==> src/rtl/uart_pkg.sv <==
// Shared definitions for the UART boot-loader slice.
// Contents:
//   s_loader      - loader FSM state encoding
//   ACK_BYTE_DEF  - default status byte for a successful load
//   ERR_BYTE_DEF  - default status byte for a capacity error
//   UART_REG_*    - register offsets of the UART byte engine, shared with it
package uart_pkg;

    typedef enum logic [3:0] {
        IDLE,
        REQ_LEN,
        WAIT_LEN,
        CHECK,
        REQ_DATA,
        WAIT_DATA,
        WRITE,
        SEND,
        WAIT_TX
    } s_loader;

    localparam logic [7:0] ACK_BYTE_DEF = 8'hAA;
    localparam logic [7:0] ERR_BYTE_DEF = 8'hEE;

    localparam logic [3:0] UART_REG_CTRL   = 4'h0;
    localparam logic [3:0] UART_REG_STATUS = 4'h4;
    localparam logic [3:0] UART_REG_DIV    = 4'h8;
    localparam logic [3:0] UART_REG_DATA   = 4'hC;

endpackage

==> src/rtl/byte_to_word_le.sv <==
// Little-endian byte-to-word assembler. Bytes are placed at byte lane idx
// (lane 0 = bits 7:0); idx advances per byte and wraps after lane 3, so the
// same instance serves the length header and every data word in turn.
// Ports:
//   clk, rstn  - clock, synchronous active-low reset
//   clear      - zero the index and the assembly register
//   shift      - accept byte_in into the current lane
//   byte_in    - incoming byte
//   assembled  - assembly register with byte_in already merged into lane idx
//   complete   - the byte being shifted fills lane 3 (word finished)
module byte_to_word_le (
    input  logic        clk,
    input  logic        rstn,
    input  logic        clear,
    input  logic        shift,
    input  logic [7:0]  byte_in,
    output logic [31:0] assembled,
    output logic        complete
);

    logic [1:0]  idx;
    logic [31:0] word;

    // The merged view lets the consumer capture the full word in the same
    // cycle the last byte arrives, without waiting for the register update.
    always_comb begin
        assembled = word;
        assembled[{idx, 3'b000} +: 8] = byte_in;
        complete = shift && (idx == 2'd3);
    end

    always_ff @(posedge clk) begin
        if (!rstn) begin
            idx  <= 2'd0;
            word <= 32'd0;
        end else if (clear) begin
            idx  <= 2'd0;
            word <= 32'd0;
        end else if (shift) begin
            idx  <= idx + 2'd1;
            word <= assembled;
        end
    end

endmodule

==> src/rtl/uart_program_loader.sv <==
// Boot-time program loader. Pulls a little-endian 32-bit word count N and
// then N little-endian words from the UART byte engine, writes them to
// instruction memory from address 0 upward, replies with one status byte and
// pulses done. All outputs are registered.
// Ports:
//   clk, rstn                  - clock, synchronous active-low reset
//   start                      - begin a load (sampled in IDLE only)
//   busy, done, err            - status: not-idle, completion pulse, capacity error
//   u_ready                    - UART engine accepting requests
//   r_valid, rx_done, r_data   - receive-byte request / response
//   t_valid, t_data, tx_done   - transmit-byte request / acceptance
//   mem_we, mem_addr, mem_wdata - instruction memory write port
//   words_loaded               - words written in the current/last load
//
// state     | meaning
// IDLE      | waiting for start
// REQ_LEN   | waiting for u_ready to request a length byte
// WAIT_LEN  | waiting for a length byte
// CHECK     | compare N against capacity
// REQ_DATA  | waiting for u_ready to request a data byte
// WAIT_DATA | waiting for a data byte
// WRITE     | memory write strobe active, advance word count
// SEND      | waiting for u_ready to send the status byte
// WAIT_TX   | waiting for the status byte to be accepted
module uart_program_loader
    import uart_pkg::*;
#(
    parameter int         ADDR_W   = 15,
    parameter logic [7:0] ACK_BYTE = ACK_BYTE_DEF,
    parameter logic [7:0] ERR_BYTE = ERR_BYTE_DEF
) (
    input  logic              clk,
    input  logic              rstn,
    input  logic              start,
    output logic              busy,
    output logic              done,
    output logic              err,
    input  logic              u_ready,
    output logic              r_valid,
    input  logic              rx_done,
    input  logic [7:0]        r_data,
    output logic              t_valid,
    output logic [7:0]        t_data,
    input  logic              tx_done,
    output logic              mem_we,
    output logic [ADDR_W-1:0] mem_addr,
    output logic [31:0]       mem_wdata,
    output logic [ADDR_W:0]   words_loaded
);

    // Full-width capacity so N is compared without truncation.
    localparam logic [32:0] CAPACITY = 33'd1 << ADDR_W;

    s_loader state, state_next;

    logic [31:0]       n_reg, n_next;
    logic              busy_next, done_next, err_next;
    logic              r_valid_next, t_valid_next, mem_we_next;
    logic [7:0]        t_data_next;
    logic [ADDR_W-1:0] mem_addr_next;
    logic [31:0]       mem_wdata_next;
    logic [ADDR_W:0]   words_loaded_next;

    logic              b2w_clear, b2w_shift, b2w_complete;
    logic [31:0]       b2w_word;

    byte_to_word_le u_b2w (
        .clk       (clk),
        .rstn      (rstn),
        .clear     (b2w_clear),
        .shift     (b2w_shift),
        .byte_in   (r_data),
        .assembled (b2w_word),
        .complete  (b2w_complete)
    );

    always_ff @(posedge clk) begin
        if (!rstn) begin
            state        <= IDLE;
            n_reg        <= 32'd0;
            busy         <= 1'b0;
            done         <= 1'b0;
            err          <= 1'b0;
            r_valid      <= 1'b0;
            t_valid      <= 1'b0;
            t_data       <= 8'd0;
            mem_we       <= 1'b0;
            mem_addr     <= '0;
            mem_wdata    <= 32'd0;
            words_loaded <= '0;
        end else begin
            state        <= state_next;
            n_reg        <= n_next;
            busy         <= busy_next;
            done         <= done_next;
            err          <= err_next;
            r_valid      <= r_valid_next;
            t_valid      <= t_valid_next;
            t_data       <= t_data_next;
            mem_we       <= mem_we_next;
            mem_addr     <= mem_addr_next;
            mem_wdata    <= mem_wdata_next;
            words_loaded <= words_loaded_next;
        end
    end

    always_comb begin
        state_next        = state;
        n_next            = n_reg;
        done_next         = 1'b0;
        err_next          = err;
        r_valid_next      = 1'b0;
        t_valid_next      = 1'b0;
        t_data_next       = t_data;
        mem_we_next       = 1'b0;
        mem_addr_next     = mem_addr;
        mem_wdata_next    = mem_wdata;
        words_loaded_next = words_loaded;
        b2w_clear         = 1'b0;
        b2w_shift         = 1'b0;

        case (state)
            IDLE: begin
                if (start) begin
                    err_next          = 1'b0;
                    words_loaded_next = '0;
                    b2w_clear         = 1'b1;
                    state_next        = REQ_LEN;
                end
            end
            REQ_LEN: begin
                if (u_ready) begin
                    r_valid_next = 1'b1;
                    state_next   = WAIT_LEN;
                end
            end
            WAIT_LEN: begin
                if (rx_done) begin
                    b2w_shift = 1'b1;
                    if (b2w_complete) begin
                        n_next     = b2w_word;
                        state_next = CHECK;
                    end else begin
                        state_next = REQ_LEN;
                    end
                end
            end
            CHECK: begin
                if ({1'b0, n_reg} > CAPACITY) begin
                    err_next    = 1'b1;
                    t_data_next = ERR_BYTE;
                    state_next  = SEND;
                end else if (n_reg == 32'd0) begin
                    t_data_next = ACK_BYTE;
                    state_next  = SEND;
                end else begin
                    state_next = REQ_DATA;
                end
            end
            REQ_DATA: begin
                if (u_ready) begin
                    r_valid_next = 1'b1;
                    state_next   = WAIT_DATA;
                end
            end
            WAIT_DATA: begin
                if (rx_done) begin
                    b2w_shift = 1'b1;
                    if (b2w_complete) begin
                        // Strobe registered here so mem_we is high exactly
                        // during the WRITE state.
                        mem_we_next    = 1'b1;
                        mem_addr_next  = words_loaded[ADDR_W-1:0];
                        mem_wdata_next = b2w_word;
                        state_next     = WRITE;
                    end else begin
                        state_next = REQ_DATA;
                    end
                end
            end
            WRITE: begin
                words_loaded_next = words_loaded + (ADDR_W+1)'(1);
                if ((33'(words_loaded) + 33'd1) == {1'b0, n_reg}) begin
                    t_data_next = ACK_BYTE;
                    state_next  = SEND;
                end else begin
                    state_next = REQ_DATA;
                end
            end
            SEND: begin
                if (u_ready) begin
                    t_valid_next = 1'b1;
                    state_next   = WAIT_TX;
                end
            end
            WAIT_TX: begin
                if (tx_done) begin
                    done_next  = 1'b1;
                    state_next = IDLE;
                end
            end
            default: state_next = IDLE;
        endcase

        busy_next = (state_next != IDLE);
    end

endmodule

==> config.mk <==
export PLATFORM = sky130hd
export DESIGN_NAME = uart_program_loader
export DESIGN_NICKNAME = d
export VERILOG_FILES = /design/src/rtl/uart_pkg.sv /design/src/rtl/byte_to_word_le.sv /design/src/rtl/uart_program_loader.sv
export SDC_FILE = /design/constraint.sdc
export NUM_CORES = 1
export LEC_CHECK = 0
export ABC_AREA = 1
export CAP_MARGIN = 20
export CORE_MARGIN = 4
export CORE_UTILIZATION = 44
export CTS_CLUSTER_SIZE = 25
export DETAILED_ROUTE_END_ITERATION = 12
export HOLD_SLACK_MARGIN = 0.12
export PLACE_DENSITY = 0.8
export REMOVE_ABC_BUFFERS = 1
export SYNTH_ARGS = -nofsm -noshare
export SYNTH_HDL_FRONTEND = slang
export SYNTH_SLANG_ARGS = --single-unit
==> constraint.sdc <==
create_clock -name clk -period 1.8 [get_ports clk]
set_input_delay 0.36 -clock clk [delete_from_list [all_inputs] [get_ports clk]]
set_output_delay 0.36 -clock clk [all_outputs]
set_load 0.02 [all_outputs]
Yosys cells after proc, flatten, opt, wreduce, memory -nomap -nowiden
Cells that the tools add are included.
{ "totals": {"output_inout_bits": 77, "in_bits": 14, "rom_bits": 0, "latch_bits": 0, "reg_bits": 147, "memories": 0, "mem_bits_rw": 0, "word_cells": 85} }
{ "op_classes": {"bitwise_logic": 1, "shift": 2, "addsub": 4, "n_eq_ne": 14, "magnitude_cmp": 1, "n_mul": 0, "n_div": 0, "n_reduce_logical": 19, "n_mux": 30} }
{ "op_table": {"columns": ["operator", "n"], "rows": [
  ["$pmux 4 s9", 1],
  ["$bwmux 32", 1],
  ["$eq 17x32->1", 1],
  ["$gt 32x16->1 const B", 1],
  ["$logic_not 32->1", 1],
  ["$pmux 16 s2", 1],
  ["$shift 8x7->32 const A", 1],
  ["$shiftx 8x7->32", 1],
  ["$mux 4", 7],
  ["$mux 8", 3],
  ["$add 16x1->17 const B", 1],
  ["$add 16x1->16 const B", 1],
  ["$eq 4x3->1 const B", 4],
  ["$mux 16", 1],
  ["$pmux 8 s2", 1],
  ["$reduce_and 3->1", 5],
  ["$mux 2", 5],
  ["$mux 1", 9],
  ["$eq 4x2->1 const B", 2],
  ["$reduce_and 2->1", 4],
  ["$neg 5->7", 1],
  ["$ne 2x2->1 const B", 3],
  ["$reduce_bool 2->1", 3],
  ["$reduce_or 2->1", 3],
  ["10 further kinds", 10]
]} }

Longest topological paths before layout
Gate-level depths: netlist of the first run.
{ "depth": {"word_depth": 8, "ltp_mapped": 16, "mapped_depth_nobuf": 16} }

Cells and area by module
A second synthesis of the first run with hierarchy kept.
{ "unflattened": {"cells_unflattened": 1055, "hier_area_um2": 6945.4} }
{ "by_module_without_submodules": {"columns": ["mod", "cells_each", "seq_area_each_um2", "area_per_inst_um2", "n_inst"], "rows": [
  ["uart_program_loader", 714, 2142.1, 4895.9, 1],
  ["byte_to_word_le", 341, 680.7, 2049.5, 1]
]} }

Worst setup path before layout of the first run
Ideal clock, no wire load.
{ "synth_path": {"path_type": "reg-to-reg", "from": "reg words_loaded[0]", "to": "reg t_data[6]", "arrival_time_ns": 1.867, "slack_ns": -0.182, "period_less_slack_ns": 1.982, "path_buffers": 0, "stages_incl_launch_ff": 14, "path_cell_list": "dfxtp_1 > ha_1 > nand2_1 > nor2_4 > nand2_2 > nand2_2 > and2_4 > nor2_1 > nor2_1 > nand2_1 > nor2_2 > nand3_2 > a21oi_1 > nor2_1"} }
{ "synth_between": {"elab_chain_cells": 4} }
{ "synth_rtl": {"columns": ["element", "line_no", "text"], "rows": [
  ["start: declaration", "uart_program_loader.sv:48", "output logic [ADDR_W:0] words_loaded"],
  ["start signal: assignment", "uart_program_loader.sv:103", "words_loaded <= words_loaded_next;"],
  ["$add 16x1->17", "uart_program_loader.sv:183", "if ((33'(words_loaded) + 33'd1) == {1'b0, n_reg}) begin"],
  ["$eq 17x32->1", "uart_program_loader.sv:183", null],
  ["$ne 2x2->1 (no line)", null, null],
  ["$reduce_and 3->1 (no line)", null, null],
  ["end signal: assignment", "uart_program_loader.sv:99", "t_data <= t_data_next;"],
  ["end: declaration", "uart_program_loader.sv:43", "output logic [7:0] t_data,"]
]} }
No other way between the ends.
A chain may end at the register's enable or synchronous reset.

Worst setup path after layout of the first run
Same ends and word-level chain as after synthesis.

==> results.rst, run 1 <==
.. list-table::
   :header-rows: 1

   * - Metric
     - Value
   * - Run status
     - finished with violations
   * - Failing checks
     - setup timing
   * - Buffer depth of the longest clock path
     - 2
   * - I/O Buffers
     - 88
   * - CP bufs+invs
     - 2
   * - Cell with the largest stage delay on the worst path
     - sky130_fd_sc_hd__dfxtp_4
   * - Peak VDD IR
     - 635 uV
   * - Largest net degree at the start of global routing
     - 52
   * - Start of the worst register-to-register path
     - words_loaded[0]
   * - Number of synthesized flops with an enable pin
     - 0
   * - Clock H-tree levels
     - 4
   * - Setup TNS
     - -191 ps
   * - Synth unique cells
     - 33
   * - Worst Hold Class
     - in2reg
   * - Area of the die
     - 15500 um^2
   * - Number of nets with antenna violations after detailed routing
     - 0
   * - Post-Syn Instances
     - 829
   * - Number of antenna violations at the first check in global routing
     - 0
   * - Most used flip-flop cell after synthesis
     - sky130_fd_sc_hd__dfxtp_1
   * - Drt drc
     - 0
   * - Number of fill cells
     - 1141
   * - Cell count of the worst reg-to-reg path
     - 13
   * - Share of total power in combinational logic
     - 5.4%
   * - Gr ovfl total
     - 0
   * - Final Slew Violations
     - 0
   * - Post-Place Cell Area
     - 7430 um^2
   * - Placer congestion estimate
     - 0.933
   * - Average wire per cell in the routed design
     - 14.9 um
   * - Number of buffers inserted during clock tree synthesis
     - 17
   * - TritonRoute pass-1 iters
     - 5
   * - Worst-path cell chain
     - buf_6, nand3_4, buf_4, nor2_4, nand4_1, nand2_1, nand2_1, nand2_1, nand2_1, nor2_2, nand3_4, a21oi_2, nor2_1
   * - Clock network fraction of total power
     - 47.8%
   * - Critical Path Fanout Max
     - 6
   * - Vias post-DR
     - 6141
   * - Synthesized area per cell
     - 7.22 um^2
   * - Max cap viols
     - 0
   * - Core box area
     - 13300 um^2
   * - YS warnings
     - 0
   * - Fraction of final layout cells with drive strength greater than 1
     - 14.9%
   * - Post-layout net count
     - 975
   * - Tcrit/Tclk final
     - 104%
   * - Worst r2r dst
     - t_data[6]
   * - Most frequent cells after synthesis
     - 134 x sky130_fd_sc_hd__dfxtp_1, 127 x sky130_fd_sc_hd__a21oi_1, 119 x sky130_fd_sc_hd__nand2_1
   * - Post-Layout Inst Area
     - 8120 um^2
   * - Endpoint of the worst setup timing path
     - t_data[6]
   * - Count of clock tree sinks
     - 134
   * - Top Family by Delay on Critical Path
     - simple AND/OR/NAND/NOR gates
   * - Switching fraction of total power
     - 22.1%
   * - Kind of launch point of the worst setup path
     - flip-flop
   * - Total inserted antenna cells
     - 0
   * - Launch instance of the worst min-delay path
     - rstn
   * - Sequential element share of the synthesized area
     - 44.8%
   * - Total area of sequential cells
     - 2700 um^2
   * - CTS clock-pin slew for the worst setup and hold paths
     - 50 ps
   * - Minimum setup slack among reg-to-reg paths
     - -80 ps
   * - CTS tree
     - yes
   * - Most used cell along the critical path
     - sky130_fd_sc_hd__nand2_1
   * - Io pins
     - 91
   * - Highest clock rate
     - 532 MHz
   * - Iter 0 DRT Violations
     - 623
   * - Cell with the most instances after synthesis
     - sky130_fd_sc_hd__dfxtp_1
   * - Stages on worst setup path
     - 13
   * - Total internal power
     - 4980 uW
   * - Arrival time worst endpoint
     - 2190 ps
   * - Layout overhead on the synthesized area
     - 35.7%
   * - Fraction of registers with async set or reset after synthesis
     - 0%
   * - Final count of negative-setup-slack endpoints
     - 5
   * - Worst-case clock skew
     - 7.81 ps
   * - Setup repair after global routing missed its margin
     - true
   * - Required arrival time at the worst endpoint
     - 2110 ps
   * - Library cell with the largest summed area after synthesis
     - sky130_fd_sc_hd__dfxtp_1
   * - Largest stage delay on the critical path
     - 360 ps
   * - Cell Area, Synth
     - 5980 um^2
   * - Kind of end point of the critical path
     - flip-flop
   * - Clock Latency Late Sink
     - 420 ps
   * - Fraction of power consumed by sequential logic
     - 46.9%
   * - Final total power
     - 6400 uW
   * - First-pass GRT wire length
     - 28.0 mm
   * - Count of state elements after synthesis
     - 134
   * - Crit path setup slack, layout
     - -78.5 ps
   * - Fin util
     - 61.1%
   * - Wire length reported by the detailed router
     - 17.0 mm
   * - Power per Cell Area
     - 788 nW/um^2
   * - Number of global-route vias before repair
     - 5909
   * - Leak Pwr
     - 0.00346 uW
   * - Critical path start-end classification
     - reg2reg
   * - Count of standard-cell rows
     - 42
   * - Vertical die dimension
     - 125 um
   * - HPWL after DPL
     - 12.0 mm
   * - Aggregate global-route resource usage
     - 21.7%
   * - CTS root buf
     - sky130_fd_sc_hd__clkbuf_16
   * - Number of vias per cell
     - 5.38
   * - Overall die width
     - 125 um
   * - Crit. Startpoint
     - words_loaded[0]
   * - Number of buffers added to fix hold violations after cts
     - 0
   * - Top cell type's share of synthesized area
     - 44.8%
   * - Minimum clock period
     - 1880 ps
   * - Top area cells in the synthesized netlist
     - sky130_fd_sc_hd__dfxtp_1 45%, sky130_fd_sc_hd__a21oi_1 11%, sky130_fd_sc_hd__o21ai_0 9.0%
   * - Area of the multi-input gates
     - 2870 um^2
   * - Number of endpoints with negative hold slack in the final report
     - 0
   * - Net switching power figure
     - 1420 uW
   * - Initial Util
     - 45.0%
==> final cells by class <==
| class | count | share of cell area [%] |
|---|---|---|
| clock buffer | 24 | 6.06 |
| sequential | 134 | 33.2 |
| tap | 176 | 2.71 |
| inverter | 98 | 4.56 |
| timing repair buffer | 150 | 17.8 |
| clock inverter | 5 | 0.308 |
| multi-input combinational | 554 | 35.4 |
==> placed cells by master, fill, tap and decap left out, types with 12 or more instances in the layout <==
cell	count
sky130_fd_sc_hd__a21oi_1	126
sky130_fd_sc_hd__dfxtp_1	124
sky130_fd_sc_hd__nand2_1	111
sky130_fd_sc_hd__o21ai_0	106
sky130_fd_sc_hd__inv_1	93
sky130_fd_sc_hd__clkdlybuf4s50_1	65
sky130_fd_sc_hd__nor2_1	62
sky130_fd_sc_hd__buf_4	52
sky130_fd_sc_hd__nand3_1	51
sky130_fd_sc_hd__dlygate4sd2_1	18
sky130_fd_sc_hd__clkbuf_16	17
sky130_fd_sc_hd__nand2_2	12
==> worst register-to-register path, cell delays in order, from the launching register on <==
cell                      delay, ps
sky130_fd_sc_hd__dfxtp_4        360
sky130_fd_sc_hd__buf_6          130
sky130_fd_sc_hd__nand3_4        120
sky130_fd_sc_hd__buf_4          170
sky130_fd_sc_hd__nor2_4         100
sky130_fd_sc_hd__nand4_1        160
sky130_fd_sc_hd__nand2_1        110
sky130_fd_sc_hd__nand2_1         50
sky130_fd_sc_hd__nand2_1         60
sky130_fd_sc_hd__nand2_1         60
sky130_fd_sc_hd__nor2_2         120
sky130_fd_sc_hd__nand3_4        130
sky130_fd_sc_hd__a21oi_2        160
sky130_fd_sc_hd__nor2_1          50
==> per-layer routing <==
layer,global-route usage (%),wire [um],up-vias
met2,36.2,8160,251
li1,-,-,3018
met1,27.4,7380,2834
met3,4.33,1080,38
met4,8.96,401,0
met5,0,0,-
==> timing repair <==
item	4_1_cts	5_1_grt
endpoints found under the setup margin	25	90
endpoints found under the hold margin	0	0
gates resized for setup	36	36
gates cloned	0	0
setup buffers	0	5
pin swaps	8	13
==> power by group through the flow <==
stage	Clock, uW	Combinational [uW]	Sequential, uW
after floorplan	0	141	3070
after global placement	0	328	3060
after detailed placement	0	333	3060
after CTS	3090	334	3000
after global routing	3220	371	3000
final	3060	343	3000
==> kinds of logic after synthesis <==
group | after synthesis | synth area share, %
buffers and inverters | 142 | 9.37
xor gates and xnor gates | 5 | 0.962
and+or+nand+nor | 278 | 20.5
AOI/OAI and AO/OA | 263 | 23.0
other | 1 | 0.0627
adders and majority gates | 6 | 1.25
DFF | 134 | 44.8
==> how the worst min path moves through the flow <==
stage	end	slack (ps)	cells after the start
6_report	u_b2w.idx[0]	280	3
5_1_grt	u_b2w.idx[0]	290	3
4_1_cts	u_b2w.idx[0]	270	3
3_5_place_dp	u_b2w.word[6]	440	2
3_3_place_gp	u_b2w.word[6]	440	2
2_1_floorplan	n_reg[25]	430	2
==> metrics by stage <==
step                hold WS (ps)  setup WS [ps]  std cells
floorplan                    429          -1230        786
global placement             437          -18.6       1107
detailed placement           443          -81.0       1107
CTS                          269          -36.5       1136
global route                 287           -182       1141
finish                       278          -78.5       1141
(Power assumes the default switching activity.)
==> run 2, diff against run 1 <==
CAP_MARGIN = 15   (was 20)
TNS_END_PERCENT = 10   (was unset)
clock period = 1.5 ns   (was 1.8 ns; I/O delays follow)
==> run 2 against run 1 <==
  * The flow still finishes with violations (setup timing)
  * Critical path depth unchanged
  * Non-clock buffer count grew 102
  * Routed wire length increased by 23%
  * Flip-flop and latch count stayed put
  * Maximum frequency decreased by 7.8%
  * Hold slack better by 46 ps
  * Largest power group unchanged
  * Highest routed layer unchanged
==> results.rst, run 2 (synthesis gave the netlist of run 1 again) <==
.. list-table::
   :header-rows: 1

   * - Metric
     - Value
   * - Fraction of power consumed by sequential logic
     - 42.6%
   * - Largest net degree at the start of global routing
     - 61
   * - Number of antenna violations at the first check in global routing
     - 0
   * - Final standard cell count with taps included and fillers excluded
     - 1245
   * - Number of nets with antenna violations after detailed routing
     - 0
   * - First-pass GRT wire length
     - 29.4 mm
   * - Iter 0 DRT Violations
     - 776
   * - GR Util met2
     - 38.6%
   * - Core box area
     - 13300 um^2
   * - Minimum setup slack after placement
     - -410 ps
   * - Launch instance of the worst min-delay path
     - rstn
   * - Vertical die dimension
     - 125 um
   * - Count of clock tree sinks
     - 134
   * - Kind of end point of the critical path
     - flip-flop
   * - Failing checks
     - setup timing
   * - Net switching power figure
     - 1880 uW
   * - Worst Hold Endpoint
     - u_b2w.idx[0]
   * - Minimum setup slack among reg-to-reg paths
     - -540 ps
   * - CTS clock-pin slew for the worst setup and hold paths
     - 60 ps
   * - Final Slew Violations
     - 0
   * - Share of total power in combinational logic
     - 6.2%
   * - Gr ovfl total
     - 0
   * - Max cap viols
     - 0
   * - Crit path setup slack, layout
     - -537 ps
   * - Critical path start-end classification
     - reg2reg
   * - Kind of launch point of the worst setup path
     - flip-flop
   * - CTS tree
     - yes
   * - Peak-usage layer in the global routing report
     - met2
   * - Arrival time worst endpoint
     - 2360 ps
   * - Layout overhead on the synthesized area
     - 56.1%
   * - Number of endpoints with negative hold slack in the final report
     - 0
   * - Number of buffers added to fix hold violations after cts
     - 0
   * - Leak Pwr
     - 0.00422 uW
   * - Critical Path Fanout Max
     - 5
   * - Largest stage delay on the critical path
     - 360 ps
   * - Worst r2r dst
     - t_data[6]
   * - Worst-case clock skew
     - 11.1 ps
   * - Count of standard-cell rows
     - 42
   * - Peak VDD IR
     - 1030 uV
   * - Post-layout net count
     - 1077
   * - Worst-path cell chain
     - ha_4, nand2_4, nor2_4, buf_6, nand2_4, o21ai_1, nand2_1, nor2_1, nand2_1, nor2_2, nand3_4, a21oi_2, nor2_2
   * - Buffer depth of the longest clock path
     - 2
   * - Switching fraction of total power
     - 22.3%
   * - CTS root buf
     - sky130_fd_sc_hd__clkbuf_16
   * - Worst hold path stage count
     - 4
   * - Number of fill cells
     - 940
   * - Top Family by Delay on Critical Path
     - simple AND/OR/NAND/NOR gates
   * - Cell with the largest stage delay on the worst path
     - sky130_fd_sc_hd__dfxtp_2
   * - Power per Cell Area
     - 906 nW/um^2
   * - Overall die width
     - 125 um
   * - Leading cell type in the layout, fill and taps excluded
     - sky130_fd_sc_hd__buf_4
   * - Clock H-tree levels
     - 4
   * - Setup repair after global routing missed its margin
     - true
   * - Number of vias per cell
     - 5.55
   * - I/O Buffers
     - 88
   * - Area of the die
     - 15500 um^2
   * - Highest clock rate
     - 491 MHz
   * - Number of global-route vias before repair
     - 6259
   * - Minimum clock period
     - 2040 ps
   * - Initial Util
     - 45.0%
   * - Wire length reported by the detailed router
     - 21.0 mm
   * - Fin util
     - 70.2%
   * - Placed Instances
     - 1188
   * - Final count of negative-setup-slack endpoints
     - 76
   * - Average wire per cell in the routed design
     - 16.9 um
   * - Required arrival time at the worst endpoint
     - 1820 ps
   * - Io pins
     - 91
   * - Vias post-DR
     - 6911
   * - Tcrit/Tclk final
     - 136%
   * - Clock network fraction of total power
     - 51.3%
   * - Area of the multi-input gates
     - 3150 um^2
   * - Drt drc
     - 0
   * - Total inserted antenna cells
     - 0
   * - Fraction of final layout cells with drive strength greater than 1
     - 31.4%
   * - Clock Latency Late Sink
     - 430 ps
   * - Total area of sequential cells
     - 2710 um^2
   * - Placer congestion estimate
     - 0.905
   * - Total internal power
     - 6580 uW
   * - Number of buffers inserted during clock tree synthesis
     - 17
   * - Global routing met1 resource utilization
     - 28.0%
   * - HPWL after DPL
     - 12.8 mm
   * - Aggregate global-route resource usage
     - 23.0%
   * - Run status
     - finished with violations
   * - Start of the worst register-to-register path
     - words_loaded[0]
   * - CP bufs+invs
     - 1
   * - TritonRoute pass-1 iters
     - 8
   * - Commonest cells after routing, fill and taps aside
     - 135 x sky130_fd_sc_hd__buf_4, 118 x sky130_fd_sc_hd__dfxtp_1, 115 x sky130_fd_sc_hd__a21oi_1, 105 x sky130_fd_sc_hd__nand2_1, 81 x sky130_fd_sc_hd__inv_1
   * - Worst Hold Class
     - in2reg
   * - GR Util met3
     - 5.15%
   * - Cell count of the worst reg-to-reg path
     - 13
[run 2: layout make-up]
class / count / area share (%)
clock buffer: 24 / 5.27
multi-input combinational: 554 / 33.7
tap: 176 / 2.36
timing repair buffer: 252 / 24.3
inverter: 98 / 4.06
sequential: 134 / 29.0
clock inverter: 7 / 1.27
[run 2: timing repair]
| item | 4_1_cts | 5_1_grt |
|---|---|---|
| buffers inserted | 6 | 17 |
| cloned | 0 | 7 |
| endpoints found under the setup margin | 192 | 140 |
| gates resized for setup | 167 | 171 |
| pin swaps | 10 | 24 |
[run 2: worst max-delay path by stage]
stage | from | to | slack, ps | depth (start not counted)
final | words_loaded[0] | t_data[6] | -540 | 13
after global routing | words_loaded[0] | t_data[6] | -640 | 15
after CTS | words_loaded[1] | t_data[6] | -340 | 15
after detailed placement | words_loaded[0] | t_data[6] | -410 | 14
after global placement | words_loaded[0] | t_data[6] | -300 | 14
after floorplan | state[3] | n_reg[25] | -1530 | 8
[run 2: worst register-to-register path: cells and delay by family, from the launching register on]
kind,cells,cell delay (ps)
flip-flops,1,360
buffers and inverters,1,140
AO/OA/AOI/OAI,2,300
AND/OR/NAND/NOR,9,970
adder cells (fa/ha/maj),1,170
[run 2: power by group through the flow]
stage / sequential, uW / combinational (uW) / clock, uW
floorplan: 3690 / 169 / 0
global placement: 3680 / 442 / 0
detailed placement: 3680 / 449 / 0
CTS: 3600 / 462 / 4340
global route: 3600 / 552 / 4510
finish: 3600 / 523 / 4340
[run 2: layer usage]
layer	vias to the layer above	routed length (um)
met5	-	0
met4	0	793
met3	84	1390
met2	342	10300
met1	3254	8460
li1	3231	-
[run 2: stage by stage]
| step | area, um^2 | hold slack [ps] | total power (uW) | setup TNS (ps) |
|---|---|---|---|---|
| 2_1_floorplan | 5790 | 398 | 3850 | -108300 |
| 3_5_place_dp | 8010 | 470 | 4130 | -20390 |
| 3_3_place_gp | 8010 | 439 | 4120 | -17020 |
| 4_1_cts | 8790 | 322 | 8400 | -5680 |
| 6_report | 9340 | 324 | 8460 | -7130 |
| 5_1_grt | 9340 | 335 | 8660 | -15300 |
